## src/rtl/estado_mascota.sv

```systemverilog
// -----------------------------------------------------------------------------
// estado_mascota
//   Chooses the face shown by the display from the four pet need levels.
//   Adds hysteresis before relaxing to a milder face, a blinking alert while a
//   critical face is shown, and death/revival of the pet.
//
// Ports
//   clk           in   system clock
//   rst_n         in   asynchronous active-low reset
//   nivel_animo   in   [1:0] animo level (3 = full, 0 = empty)
//   nivel_hambre  in   [1:0] hambre level
//   nivel_sueno   in   [1:0] sueno level
//   nivel_salud   in   [1:0] salud level
//   btn_revivir   in   one-cycle revive pulse (already debounced)
//   cara          out  [2:0] face code, ordered by severity:
//                      0 FELIZ 1 NEUTRAL 2 TRISTE 3 CANSADO 4 HAMBRIENTO
//                      5 ENFERMO 6 MUERTO
//   alerta        out  blinking critical indicator
//   muerto        out  pet is dead
// -----------------------------------------------------------------------------
module estado_mascota #(
  parameter int TICK_CYCLES = 50,
  parameter int DWELL_TICKS = 3,
  parameter int DEATH_TICKS = 10
) (
  input  logic       clk,
  input  logic       rst_n,
  input  logic [1:0] nivel_animo,
  input  logic [1:0] nivel_hambre,
  input  logic [1:0] nivel_sueno,
  input  logic [1:0] nivel_salud,
  input  logic       btn_revivir,
  output logic [2:0] cara,
  output logic       alerta,
  output logic       muerto
);

  localparam int TW  = (TICK_CYCLES > 1) ? $clog2(TICK_CYCLES) : 1;
  localparam int DWW = $clog2(DWELL_TICKS + 1);
  localparam int DTW = $clog2(DEATH_TICKS + 1);

  localparam logic [TW-1:0]  TICK_LAST  = TW'(TICK_CYCLES - 1);
  localparam logic [DWW-1:0] DWELL_MAX  = DWW'(DWELL_TICKS);
  localparam logic [DTW-1:0] DEATH_MAX  = DTW'(DEATH_TICKS);
  localparam logic [DTW-1:0] DEATH_LAST = DTW'(DEATH_TICKS - 1);

  typedef enum logic [2:0] {
    FELIZ      = 3'd0,
    NEUTRAL    = 3'd1,
    TRISTE     = 3'd2,
    CANSADO    = 3'd3,
    HAMBRIENTO = 3'd4,
    ENFERMO    = 3'd5,
    DIFUNTO    = 3'd6
  } cara_e;

  typedef enum logic {
    VIVO   = 1'b0,
    MUERTO = 1'b1
  } estado_e;

  // Registered copies of the levels; every decision uses these.
  logic [1:0]     animo_q, hambre_q, sueno_q, salud_q;
  logic [TW-1:0]  tick_cnt_q, tick_cnt_d;
  logic [DWW-1:0] dwell_q, dwell_d;
  logic [DTW-1:0] death_cnt_q, death_cnt_d, death_cnt_vivo;
  cara_e          cara_q, cara_d, cara_req;
  logic           alerta_q, alerta_d;
  estado_e        state_q, state_d;

  logic tick;
  logic salud_cero;
  logic todo_cero;
  logic death_trig;

  // ---------------------------------------------------------------------------
  // Free-running tick and the face requested by the current levels
  // ---------------------------------------------------------------------------
  assign tick       = (tick_cnt_q == TICK_LAST);
  assign tick_cnt_d = tick ? '0 : tick_cnt_q + TW'(1);

  always_comb begin
    // NOTE: every signal assigned in an always_comb gets a default first so no
    // path leaves it unassigned, which would otherwise infer a latch.
    cara_req = NEUTRAL;
    if (salud_q <= 2'd1)       cara_req = ENFERMO;
    else if (hambre_q <= 2'd1) cara_req = HAMBRIENTO;
    else if (sueno_q <= 2'd1)  cara_req = CANSADO;
    else if (animo_q <= 2'd1)  cara_req = TRISTE;
    else if (animo_q == 2'd3 && hambre_q == 2'd3 &&
             sueno_q == 2'd3 && salud_q == 2'd3)
      cara_req = FELIZ;
  end

  // ---------------------------------------------------------------------------
  // Death detection
  // ---------------------------------------------------------------------------
  assign salud_cero = (salud_q == 2'd0);
  assign todo_cero  = salud_cero && (animo_q == 2'd0) &&
                      (hambre_q == 2'd0) && (sueno_q == 2'd0);

  // The tick that would bring the counter to DEATH_TICKS is the trigger, so
  // compare against the value one below before it increments.
  assign death_trig = tick && (todo_cero || (salud_cero && death_cnt_q == DEATH_LAST));

  always_comb begin
    death_cnt_vivo = death_cnt_q;
    if (!salud_cero)
      death_cnt_vivo = '0;
    else if (tick && death_cnt_q != DEATH_MAX)
      death_cnt_vivo = death_cnt_q + DTW'(1);
  end

  // ---------------------------------------------------------------------------
  // FSM: state register
  // ---------------------------------------------------------------------------
  always_ff @(posedge clk or negedge rst_n) begin
    if (!rst_n) state_q <= VIVO;
    else        state_q <= state_d;
  end

  // FSM: next-state logic
  always_comb begin
    state_d = state_q;
    unique case (state_q)
      VIVO:   if (death_trig)  state_d = MUERTO;
      MUERTO: if (btn_revivir) state_d = VIVO;
      default: state_d = VIVO;
    endcase
  end

  // ---------------------------------------------------------------------------
  // Face, dwell, alert and death counter next values
  // ---------------------------------------------------------------------------
  always_comb begin
    cara_d      = cara_q;
    alerta_d    = alerta_q;
    dwell_d     = dwell_q;
    death_cnt_d = death_cnt_q;

    unique case (state_q)
      VIVO: begin
        death_cnt_d = death_cnt_vivo;
        if (death_trig) begin
          // Death overrides any face change pending this cycle.
          cara_d   = DIFUNTO;
          alerta_d = 1'b0;
          dwell_d  = '0;
        end else begin
          // Worse faces are taken at once; milder ones only after the dwell.
          if (cara_req > cara_q || (cara_req < cara_q && dwell_q == DWELL_MAX))
            cara_d = cara_req;

          // A face change restarts the dwell even when a tick lands with it.
          if (cara_d != cara_q)
            dwell_d = '0;
          else if (tick && dwell_q != DWELL_MAX)
            dwell_d = dwell_q + DWW'(1);

          // The blink phase keeps running across changes between critical
          // faces; it only restarts when entering from a non-critical face.
          if (cara_d < TRISTE)
            alerta_d = 1'b0;
          else if (cara_q < TRISTE)
            alerta_d = 1'b1;
          else
            alerta_d = alerta_q ^ tick;
        end
      end

      MUERTO: begin
        if (btn_revivir) begin
          cara_d      = cara_req;
          dwell_d     = '0;
          death_cnt_d = '0;
          alerta_d    = (cara_req >= TRISTE);
        end
      end

      default: ;
    endcase
  end

  // ---------------------------------------------------------------------------
  // Datapath registers
  // ---------------------------------------------------------------------------
  always_ff @(posedge clk or negedge rst_n) begin
    // NOTE: all state, including the level copies, is cleared by the async
    // reset so the block is in a known state the moment rst_n falls.
    if (!rst_n) begin
      animo_q     <= 2'd3;
      hambre_q    <= 2'd3;
      sueno_q     <= 2'd3;
      salud_q     <= 2'd3;
      tick_cnt_q  <= '0;
      dwell_q     <= '0;
      death_cnt_q <= '0;
      cara_q      <= FELIZ;
      alerta_q    <= 1'b0;
    end else begin
      // NOTE: sequential state is updated with non-blocking assignments so
      // every register samples the pre-edge values of all the others.
      animo_q     <= nivel_animo;
      hambre_q    <= nivel_hambre;
      sueno_q     <= nivel_sueno;
      salud_q     <= nivel_salud;
      tick_cnt_q  <= tick_cnt_d;
      dwell_q     <= dwell_d;
      death_cnt_q <= death_cnt_d;
      cara_q      <= cara_d;
      alerta_q    <= alerta_d;
    end
  end

  // ---------------------------------------------------------------------------
  // FSM: outputs
  // ---------------------------------------------------------------------------
  always_comb begin
    cara   = cara_q;
    alerta = alerta_q;
    muerto = (state_q == MUERTO);
  end

endmodule

```

## config.mk

```make
export PLATFORM = sky130hd
export DESIGN_NAME = estado_mascota
export DESIGN_NICKNAME = d
export VERILOG_FILES = /design/src/rtl/estado_mascota.sv
export SDC_FILE = /design/constraint.sdc
export NUM_CORES = 1
export LEC_CHECK = 0
export CORE_ASPECT_RATIO = 0.6
export CORE_MARGIN = 1
export CORE_UTILIZATION = 61
export CTS_BUF_LIST = sky130_fd_sc_hd__clkbuf_4
export CTS_CLUSTER_DIAMETER = 40
export DETAILED_ROUTE_END_ITERATION = 7
export PLACE_DENSITY = 0.92
export SLEW_MARGIN = 20
export SYNTH_ARGS = -nofsm -noshare
export SYNTH_HDL_FRONTEND = slang
export SYNTH_SLANG_ARGS = --single-unit
export TNS_END_PERCENT = 5
```

## constraint.sdc

```tcl
create_clock -name clk -period 4.92 [get_ports clk]
set_input_delay 0.492 -clock clk [delete_from_list [all_inputs] [get_ports clk]]
set_output_delay 0.492 -clock clk [all_outputs]
set_load 0.1 [all_outputs]
```

==> results of run 1 <==
[sequential cells by signal, summed over array words and instances (netlist names)]
name	flops
dwell_q	2
alerta	1
salud_q	2
muerto	1
death_cnt_q	4
animo_q	2
cara	3
sueno_q	2
hambre_q	2
tick_cnt_q	6
[cell type report]
cell class	instances	area, µm²	share of cell area (%)
Multi-Input combinational cell	97	677	43.5
Clock buffer	3	22.5	1.45
Inverter	9	33.8	2.17
Clock inverter	1	8.76	0.562
Tap cell	28	35.0	2.25
Sequential cell	25	636	40.8
Timing Repair Buffer	15	145	9.32
[through the flow]
stage | power, mW | instances | hold slack [ps] | setup slack (ps)
floorplan | 0.490 | 131 | 196 | 2110
detailed placement | 0.570 | 174 | 497 | 2190
global route | 0.703 | 178 | 151 | 1780
global placement | 0.563 | 174 | 480 | 2350
finish | 0.671 | 178 | 101 | 2040
CTS | 0.670 | 178 | 517 | 2130
[final timing paths]
path | slack (ps) | to | from
min in group clk | 520 | tick_cnt_q[3] | tick_cnt_q[3]
worst max register to register | 2040 | dwell_q[0] | salud_q[1]
worst min-delay path | 100 | death_cnt_q[2] | rst_n
worst min register to register | 520 | tick_cnt_q[3] | tick_cnt_q[3]
worst max-delay path | 2040 | dwell_q[0] | salud_q[1]
max in group asynchronous | 4450 | hambre_q[0] | rst_n
[cell families after synthesis]
logic type	Yosys count	share of synthesized area [%]
buffers and inverters	9	2.51
xor gates and xnor gates	6	3.90
adders and majority gates	8	7.44
AOI/OAI and AO/OA	34	19.0
muxes	1	1.11
DFF	25	47.2
and+or+nand+nor	48	18.9
[report_power, final]
| group | internal [mW] | leakage [nW] | switching, mW |
|---|---|---|---|
| Sequential | 0.229 | 0.297 | 0.0267 |
| Combinational | 0.0976 | 0.305 | 0.218 |
| Clock | 0.0333 | 0.0183 | 0.0664 |
[critical path, cell delays in order (launching register included)]
cell,delay [ps]
sky130_fd_sc_hd__dfstp_2,600
sky130_fd_sc_hd__and2_1,230
sky130_fd_sc_hd__inv_1,130
sky130_fd_sc_hd__ha_1,330
sky130_fd_sc_hd__a211oi_1,450
sky130_fd_sc_hd__nor2b_1,130
sky130_fd_sc_hd__mux2_4,310
sky130_fd_sc_hd__o21ai_1,270
sky130_fd_sc_hd__o211ai_1,160
sky130_fd_sc_hd__a31oi_1,200
[placed cells by master, fill, tap and decap left out, types with 2 or more instances in the layout]
cell,instances
sky130_fd_sc_hd__inv_1,9
sky130_fd_sc_hd__a31oi_1,2
sky130_fd_sc_hd__nor4_1,3
sky130_fd_sc_hd__nor3_1,4
sky130_fd_sc_hd__a21oi_1,5
sky130_fd_sc_hd__nor2_1,11
sky130_fd_sc_hd__ha_1,8
sky130_fd_sc_hd__and2_1,2
sky130_fd_sc_hd__nor2b_1,4
sky130_fd_sc_hd__o211ai_1,3
sky130_fd_sc_hd__o21ai_0,5
sky130_fd_sc_hd__a211oi_1,3
sky130_fd_sc_hd__nand4_1,4
sky130_fd_sc_hd__dfrtp_1,17
sky130_fd_sc_hd__o41ai_1,2
sky130_fd_sc_hd__xnor2_1,3
sky130_fd_sc_hd__nand3_1,4
sky130_fd_sc_hd__o22ai_1,2
sky130_fd_sc_hd__nand2_1,9
sky130_fd_sc_hd__dfstp_2,8
sky130_fd_sc_hd__o2bb2ai_1,2
sky130_fd_sc_hd__clkdlybuf4s50_1,14
sky130_fd_sc_hd__clkbuf_4,3
sky130_fd_sc_hd__xor2_1,3
[layer usage]
metal  share of wire [%]  GRT usage [%]  vias up
li1                    -              -      520
met1                  49           41.2      522
met2                  43           44.0       38
met3                 7.3           7.74        4
met4                0.69           9.30        0
met5                   0              0        -
==> results.rst, run 1 <==
.. list-table::
   :header-rows: 1

   * - Metric
     - Value
   * - Area of the die
     - between 0.002 and 0.0025 mm²
   * - Transition time at the pin with the least slew margin
     - around 980 ps
   * - Post-layout instance area
     - between 0.0015 and 0.002 mm²
   * - Detail Route Antenna Nets
     - 0
   * - Source-to-sink clock delay at the later pin of the worst-skew pair
     - 330 ps
   * - Vias per Instance
     - about 6.1
   * - Final worst path period share
     - 58.5%
   * - Maximum Capacitance Violations
     - 0
   * - Number of distinct standard cells referenced by the synthesized netlist
     - 40
   * - Most common cell in the synthesized netlist
     - sky130_fd_sc_hd__dfrtp_1
   * - Static Leak
     - 0.621 nW
   * - Clock root cell
     - sky130_fd_sc_hd__clkbuf_4
   * - Bufs on Longest Clock Path
     - 2
   * - Number of antenna violations at the first check in global routing
     - 0
   * - Post-place instance area
     - between 0.0015 and 0.002 mm²
   * - Peak supply drop
     - 0.269 mV
   * - Total via count after detailed routing
     - 1084
   * - DRC Markers
     - 0
   * - Via count of the first global-routing pass
     - 1041
   * - Fraction of the yosys area taken by sequential cells
     - 47.2%
   * - Total global routing overflow
     - 0
   * - Total clock buffers created by CTS
     - 3
   * - Area share of the largest cell type after synthesis
     - 31.6%
   * - Global-route wire length before repair
     - 5.04 mm
   * - Leading cell types by total area after synthesis
     - sky130_fd_sc_hd__dfrtp_1, sky130_fd_sc_hd__dfstp_2, sky130_fd_sc_hd__ha_1
   * - Final-layout fill cell count
     - 125
   * - Worst setup EP type
     - flip-flop
   * - Top fanout value on the critical path
     - 5
   * - Synthesized area per cell
     - 10.3 µm²
   * - Number of violations reported at the end of detailed-routing iteration 0
     - between 100 and 150
   * - Crit Path Class
     - reg -> reg
   * - Final sum of negative setup slack
     - 0 ps
   * - Worst endpoint data arrival time
     - 3140 ps
   * - Overall routed net length
     - 2.89 mm
   * - Outcome
     - finished, final reports clean
   * - # Post-CTS Setup Buffers
     - 0
   * - Clock tree from TritonCTS
     - done
   * - Final-stage net count
     - 170
   * - Hold Path Class
     - in -> async
   * - Timing-limited maximum frequency
     - 347 MHz
   * - Fraction of registers with async set or reset after synthesis
     - 100%
   * - Antenna diode instance count
     - 0
   * - Iteration count of the initial detailed-routing pass
     - 4
   * - Area growth from synthesis to final layout
     - 15.7%
   * - Length in cells of the worst reg-to-reg path
     - 9
   * - Port Buffer Count
     - 15
   * - CTS hold repair buffers
     - 0
   * - Mapped cell area
     - 0.00135 mm²
   * - Average wire length per cell after detail routing
     - 16.2 µm
   * - Setup Viol. Count Final
     - 0
   * - IO Count
     - 16
   * - Area leader, netlist
     - sky130_fd_sc_hd__dfrtp_1
   * - Core area
     - between 0.0015 and 0.002 mm²
   * - Final Wtd Congestion
     - 0.878
   * - Relative slew margins
     - 34.4%
   * - Synth Instances
     - roughly 130
   * - Proportion of layout cells with a drive suffix above 1
     - between 15 and 20%
   * - Critical path required time
     - a little over 5000 ps
   * - Rows
     - 12
   * - Kind of start point of the critical path
     - flip-flop
   * - Die Height
     - 38.4 µm
   * - Placed wire-length estimate
     - 2.21 mm
   * - Power Dens Cells
     - 431 mW/mm²
   * - Total number of yosys warnings
     - 0
   * - Maximum number of pins on one net before global-route repair
     - 26
   * - Total GRT Usage
     - between 20% and 30%
   * - RSZ-0062 raised after global routing
     - false
   * - DIE WIDTH
     - between 60 and 70 µm
   * - Starting utilization of the core area
     - 68.4%
   * - Clock input transition at the sequential cells of the worst setup and hold paths
     - 140 ps
   * - Post-Synthesis Net Count
     - 150
   * - Prevailing post-synth register cell
     - sky130_fd_sc_hd__dfrtp_1
   * - Sink Count
     - 25
   * - Number of gates resized after CTS
     - 0
   * - Max Clock Skew
     - about 1.9 ps
   * - Finished Core Util
     - 79.2%
   * - Final Hold Fails
     - 0
   * - Seq cells post-synth
     - 25
   * - Final count of pins violating max slew
     - 0
   * - Shortest clock period the worst path allows after layout
     - 2880 ps
   * - Number of flops mapped to enable cells by yosys
     - 0
   * - Number of H-tree branching levels
     - 1
   * - Most instantiated cells after synthesis
     - sky130_fd_sc_hd__dfrtp_1, sky130_fd_sc_hd__nor2_1, sky130_fd_sc_hd__inv_1, sky130_fd_sc_hd__nand2_1
Power figures use the tool's default switching activity.
==> run 2, diff against run 1 <==
--- a/config.mk
+++ b/config.mk
@@ -7,11 +7,11 @@
 export LEC_CHECK = 0
 export CORE_ASPECT_RATIO = 0.6
 export CORE_MARGIN = 1
-export CORE_UTILIZATION = 61
+export CORE_UTILIZATION = 57
 export CTS_BUF_LIST = sky130_fd_sc_hd__clkbuf_4
 export CTS_CLUSTER_DIAMETER = 40
 export DETAILED_ROUTE_END_ITERATION = 7
-export PLACE_DENSITY = 0.92
+export PLACE_DENSITY = 0.87
 export SLEW_MARGIN = 20
 export SYNTH_ARGS = -nofsm -noshare
 export SYNTH_HDL_FRONTEND = slang
==> constraint.sdc (replaced) <==
create_clock -name clk -period 2.96 [get_ports clk]
set_input_delay 0.296 -clock clk [delete_from_list [all_inputs] [get_ports clk]]
set_output_delay 0.296 -clock clk [all_outputs]
set_load 0.1 [all_outputs]
==> results.rst, run 2 (synthesized netlist as in run 1, its figures left out) <==
.. list-table::
   :header-rows: 1

   * - Metric
     - Value
   * - Number of H-tree branching levels
     - 1 (unchanged)
   * - Sink Count
     - 25 (unchanged)
   * - Antenna diode instance count
     - 0 (unchanged)
   * - Bufs on Longest Clock Path
     - 2 (unchanged)
   * - Overall routed net length
     - 2.99 mm (was 2.89 mm)
   * - Total clock buffers created by CTS
     - 3 (unchanged)
   * - Vias per Instance
     - 6.14 (was 6.09)
   * - Iteration count of the initial detailed-routing pass
     - 4 (unchanged)
   * - Clock root cell
     - sky130_fd_sc_hd__clkbuf_4 (unchanged)
   * - Final Wtd Congestion
     - 0.804 (was 0.878)
   * - Final sum of negative setup slack
     - 0 ps (unchanged)
   * - Top fanout value on the critical path
     - 5 (unchanged)
   * - Endpoint of the worst-slack reg-to-reg timing path
     - alerta (was dwell_q[0])
   * - Static Leak
     - 0.631 nW (was 0.621 nW)
   * - Delay of the slowest cell on the worst path
     - 580 ps (was 600 ps)
   * - Port Buffer Count
     - 15 (unchanged)
   * - Clock input transition at the sequential cells of the worst setup and hold paths
     - 150 ps (was 140 ps)
   * - Total global routing overflow
     - 0 (unchanged)
   * - Setup Viol. Count Final
     - 0 (unchanged)
   * - DIE WIDTH
     - 64.7 µm (was 62.7 µm)
   * - Final worst path period share
     - 90.2% (was 58.5%)
   * - Maximum number of pins on one net before global-route repair
     - 23 (was 26)
   * - Via count of the first global-routing pass
     - 973 (was 1041)
   * - Clock tree from TritonCTS
     - done (unchanged)
   * - Core area
     - 0.00220 mm² (was 0.00197 mm²)
   * - Leading cell types in the layout, fill and taps excluded
     - sky130_fd_sc_hd__dfrtp_1, sky130_fd_sc_hd__nor2_1, sky130_fd_sc_hd__inv_1, sky130_fd_sc_hd__nand2_1, sky130_fd_sc_hd__clkdlybuf4s50_1 (was sky130_fd_sc_hd__dfrtp_1, sky130_fd_sc_hd__clkdlybuf4s50_1, sky130_fd_sc_hd__nor2_1)
   * - Rows
     - 13 (was 12)
   * - Shortest clock period the worst path allows after layout
     - 2670 ps (was 2880 ps)
   * - DRC Markers
     - 0 (unchanged)
   * - Total via count after detailed routing
     - 1118 (was 1084)
   * - Reg2Reg Launch Point
     - salud_q[1] (unchanged)
   * - Total GRT Usage
     - 26.0% (was 29.2%)
   * - Length in cells of the worst reg-to-reg path
     - 9 (unchanged)
   * - Number of antenna violations at the first check in global routing
     - 0 (unchanged)
   * - Count of cells along the worst hold path
     - 1
   * - Source-to-sink clock delay at the later pin of the worst-skew pair
     - 330 ps (about the same)
   * - Relative slew margins
     - 50.6% (was 34.4%)
   * - Max Clock Skew
     - 10.9 ps (was 1.91 ps)
   * - Worst endpoint data arrival time
     - 2910 ps (was 3140 ps)
   * - Worst setup EP type
     - flip-flop (unchanged)
   * - Largest delay share family, worst path
     - simple AND/OR/NAND/NOR gates (was compound AO/OA/AOI/OAI gates)
   * - Final Hold Fails
     - 0 (unchanged)
   * - Transition time at the pin with the least slew margin
     - 731 ps (was 981 ps)
   * - Area growth from synthesis to final layout
     - 16.5% (was 15.7%)
   * - Number of flip-flops in the largest register
     - 6 (unchanged)
   * - Maximum Capacitance Violations
     - 0 (unchanged)
   * - Peak supply drop
     - 0.386 mV (was 0.269 mV)
   * - Starting utilization of the core area
     - 61.3% (was 68.4%)
   * - Hold Path Class
     - in -> reg (was in -> async)
   * - CP cell instances
     - and2_1, inv_1, ha_1, a211oi_2, nor2b_1, mux2_4, nor2_2, nor3_1, o41ai_1 (was and2_1, inv_1, ha_1, a211oi_1, nor2b_1, mux2_4, o21ai_1, o211ai_1, a31oi_1)
   * - Final count of pins violating max slew
     - 0 (unchanged)
   * - Global-route wire length before repair
     - 4.64 mm (was 5.04 mm)
   * - Crit-path slowest cell
     - sky130_fd_sc_hd__dfstp_2 (unchanged)
   * - Placed wire-length estimate
     - 2.22 mm (was 2.21 mm)
   * - R2R setup slack
     - 290 ps (was 2040 ps)
   * - Critical path required time
     - 3200 ps (was 5180 ps)
   * - Crit Path Class
     - reg -> reg (unchanged)
   * - IO Count
     - 16 (unchanged)
   * - Outcome
     - finished, final reports clean (unchanged)
   * - RSZ-0062 raised after global routing
     - false (unchanged)
   * - Most common cell after layout, fill and taps aside
     - sky130_fd_sc_hd__dfrtp_1 (unchanged)
   * - Detail Route Antenna Nets
     - 0 (unchanged)
   * - Proportion of layout cells with a drive suffix above 1
     - 19.7% (was 15.3%)
   * - End point of the worst hold path
     - sueno_q[1]
   * - Total power consumption of the routed design
     - 1.11 mW (was 671 µW)
   * - Number of violations reported at the end of detailed-routing iteration 0
     - 76 (was 125)
   * - Register with the most flip-flops
     - tick_cnt_q (unchanged)
   * - Power Dens Cells
     - 706 mW/mm² (was 431 mW/mm²)
   * - Final-stage net count
     - 172 (was 170)
   * - Area of the die
     - 0.00257 mm² (was 0.00241 mm²)
   * - Average wire length per cell after detail routing
     - 16.4 µm (was 16.2 µm)
   * - Launch point of the worst hold path
     - nivel_sueno[1]
   * - Buf+Inv Stages, Crit Path
     - 1 (unchanged)
   * - Timing-limited maximum frequency
     - 374 MHz (was 347 MHz)
   * - Kind of start point of the critical path
     - flip-flop (unchanged)
   * - Die Height
     - 39.6 µm (was 38.4 µm)
[run 2: changes by cell type in the layout (fill, tap and decap cells not counted)]
| cell | delta |
|---|---|
| sky130_fd_sc_hd__dlygate4sd3_1 | +1 |
| sky130_fd_sc_hd__inv_6 | -1 |
| sky130_fd_sc_hd__a211oi_2 | +1 |
| sky130_fd_sc_hd__a211oi_1 | -1 |
| sky130_fd_sc_hd__buf_4 | +6 |
| sky130_fd_sc_hd__clkdlybuf4s50_1 | -5 |
| sky130_fd_sc_hd__clkinvlp_4 | +1 |
[run 2: worst max-delay path by stage]
| stage | startpoint | endpoint | depth (start not counted) |
|---|---|---|---|
| finish | salud_q[1] | alerta | 9 |
| global route | hambre_q[1] | alerta | 10 |
| CTS | salud_q[1] | alerta | 9 |
| detailed placement | salud_q[1] | alerta | 9 |
| global placement | salud_q[1] | cara[1] | 9 |
| floorplan | cara[2] | dwell_q[0] | 8 |
[run 2: per-layer routing]
metal,vias up,wire length (µm),track usage (%)
met5,-,0,0
met1,526,1420,35.8
met3,7,228,6.10
met4,0,23,6.67
met2,54,1320,41.1
li1,531,-,-
[run 2: area by class of cell]
cell class              count  area [µm²]
clock inverters             1        7.51
repair buffers             17         150
clock buffers               3        22.5
fillers                   166         627
well taps                  30        37.5
multi-input cells          97         682
inverters                   9        33.8
flip-flops and latches     25         636
[run 2: power breakdown]
group	switching, mW	internal (mW)
sequential	0.0477	0.381
combinational	0.362	0.158
clock	0.108	0.0517
total	0.517	0.590
[run 2: worst reg2reg max path, cell delays in order, from the launching register on]
cell and delay (ps):
sky130_fd_sc_hd__dfstp_2 580, sky130_fd_sc_hd__and2_1 220, sky130_fd_sc_hd__inv_1 130, sky130_fd_sc_hd__ha_1 350, sky130_fd_sc_hd__a211oi_2 330, sky130_fd_sc_hd__nor2b_1 130, sky130_fd_sc_hd__mux2_4 310, sky130_fd_sc_hd__nor2_2 220
sky130_fd_sc_hd__nor3_1 90, sky130_fd_sc_hd__o41ai_1 240
[run 2: timing repair]
| action | 4_1_cts | 5_1_grt |
|---|---|---|
| resized for setup | 0 | 1 |
| hold buffers | 0 | 1 |
| endpoints found under the hold margin | 0 | 17 |
| buffers inserted | 0 | 0 |
| setup endpoints to repair | 0 | 3 |
[run 2: per-stage QoR]
stage                     setup slack [ps]  instance area, µm²  util (%)  hold slack, ps  instances
after global placement                 419                1530      69.6             483        177
after floorplan                        146                1350         -           0.409        131
after global routing                  75.4                1570      71.5             344        182
final                                  289                1570      71.5             359        182
after CTS                              162                1560      71.0             354        181
after detailed placement               233                1530      69.6             485        177
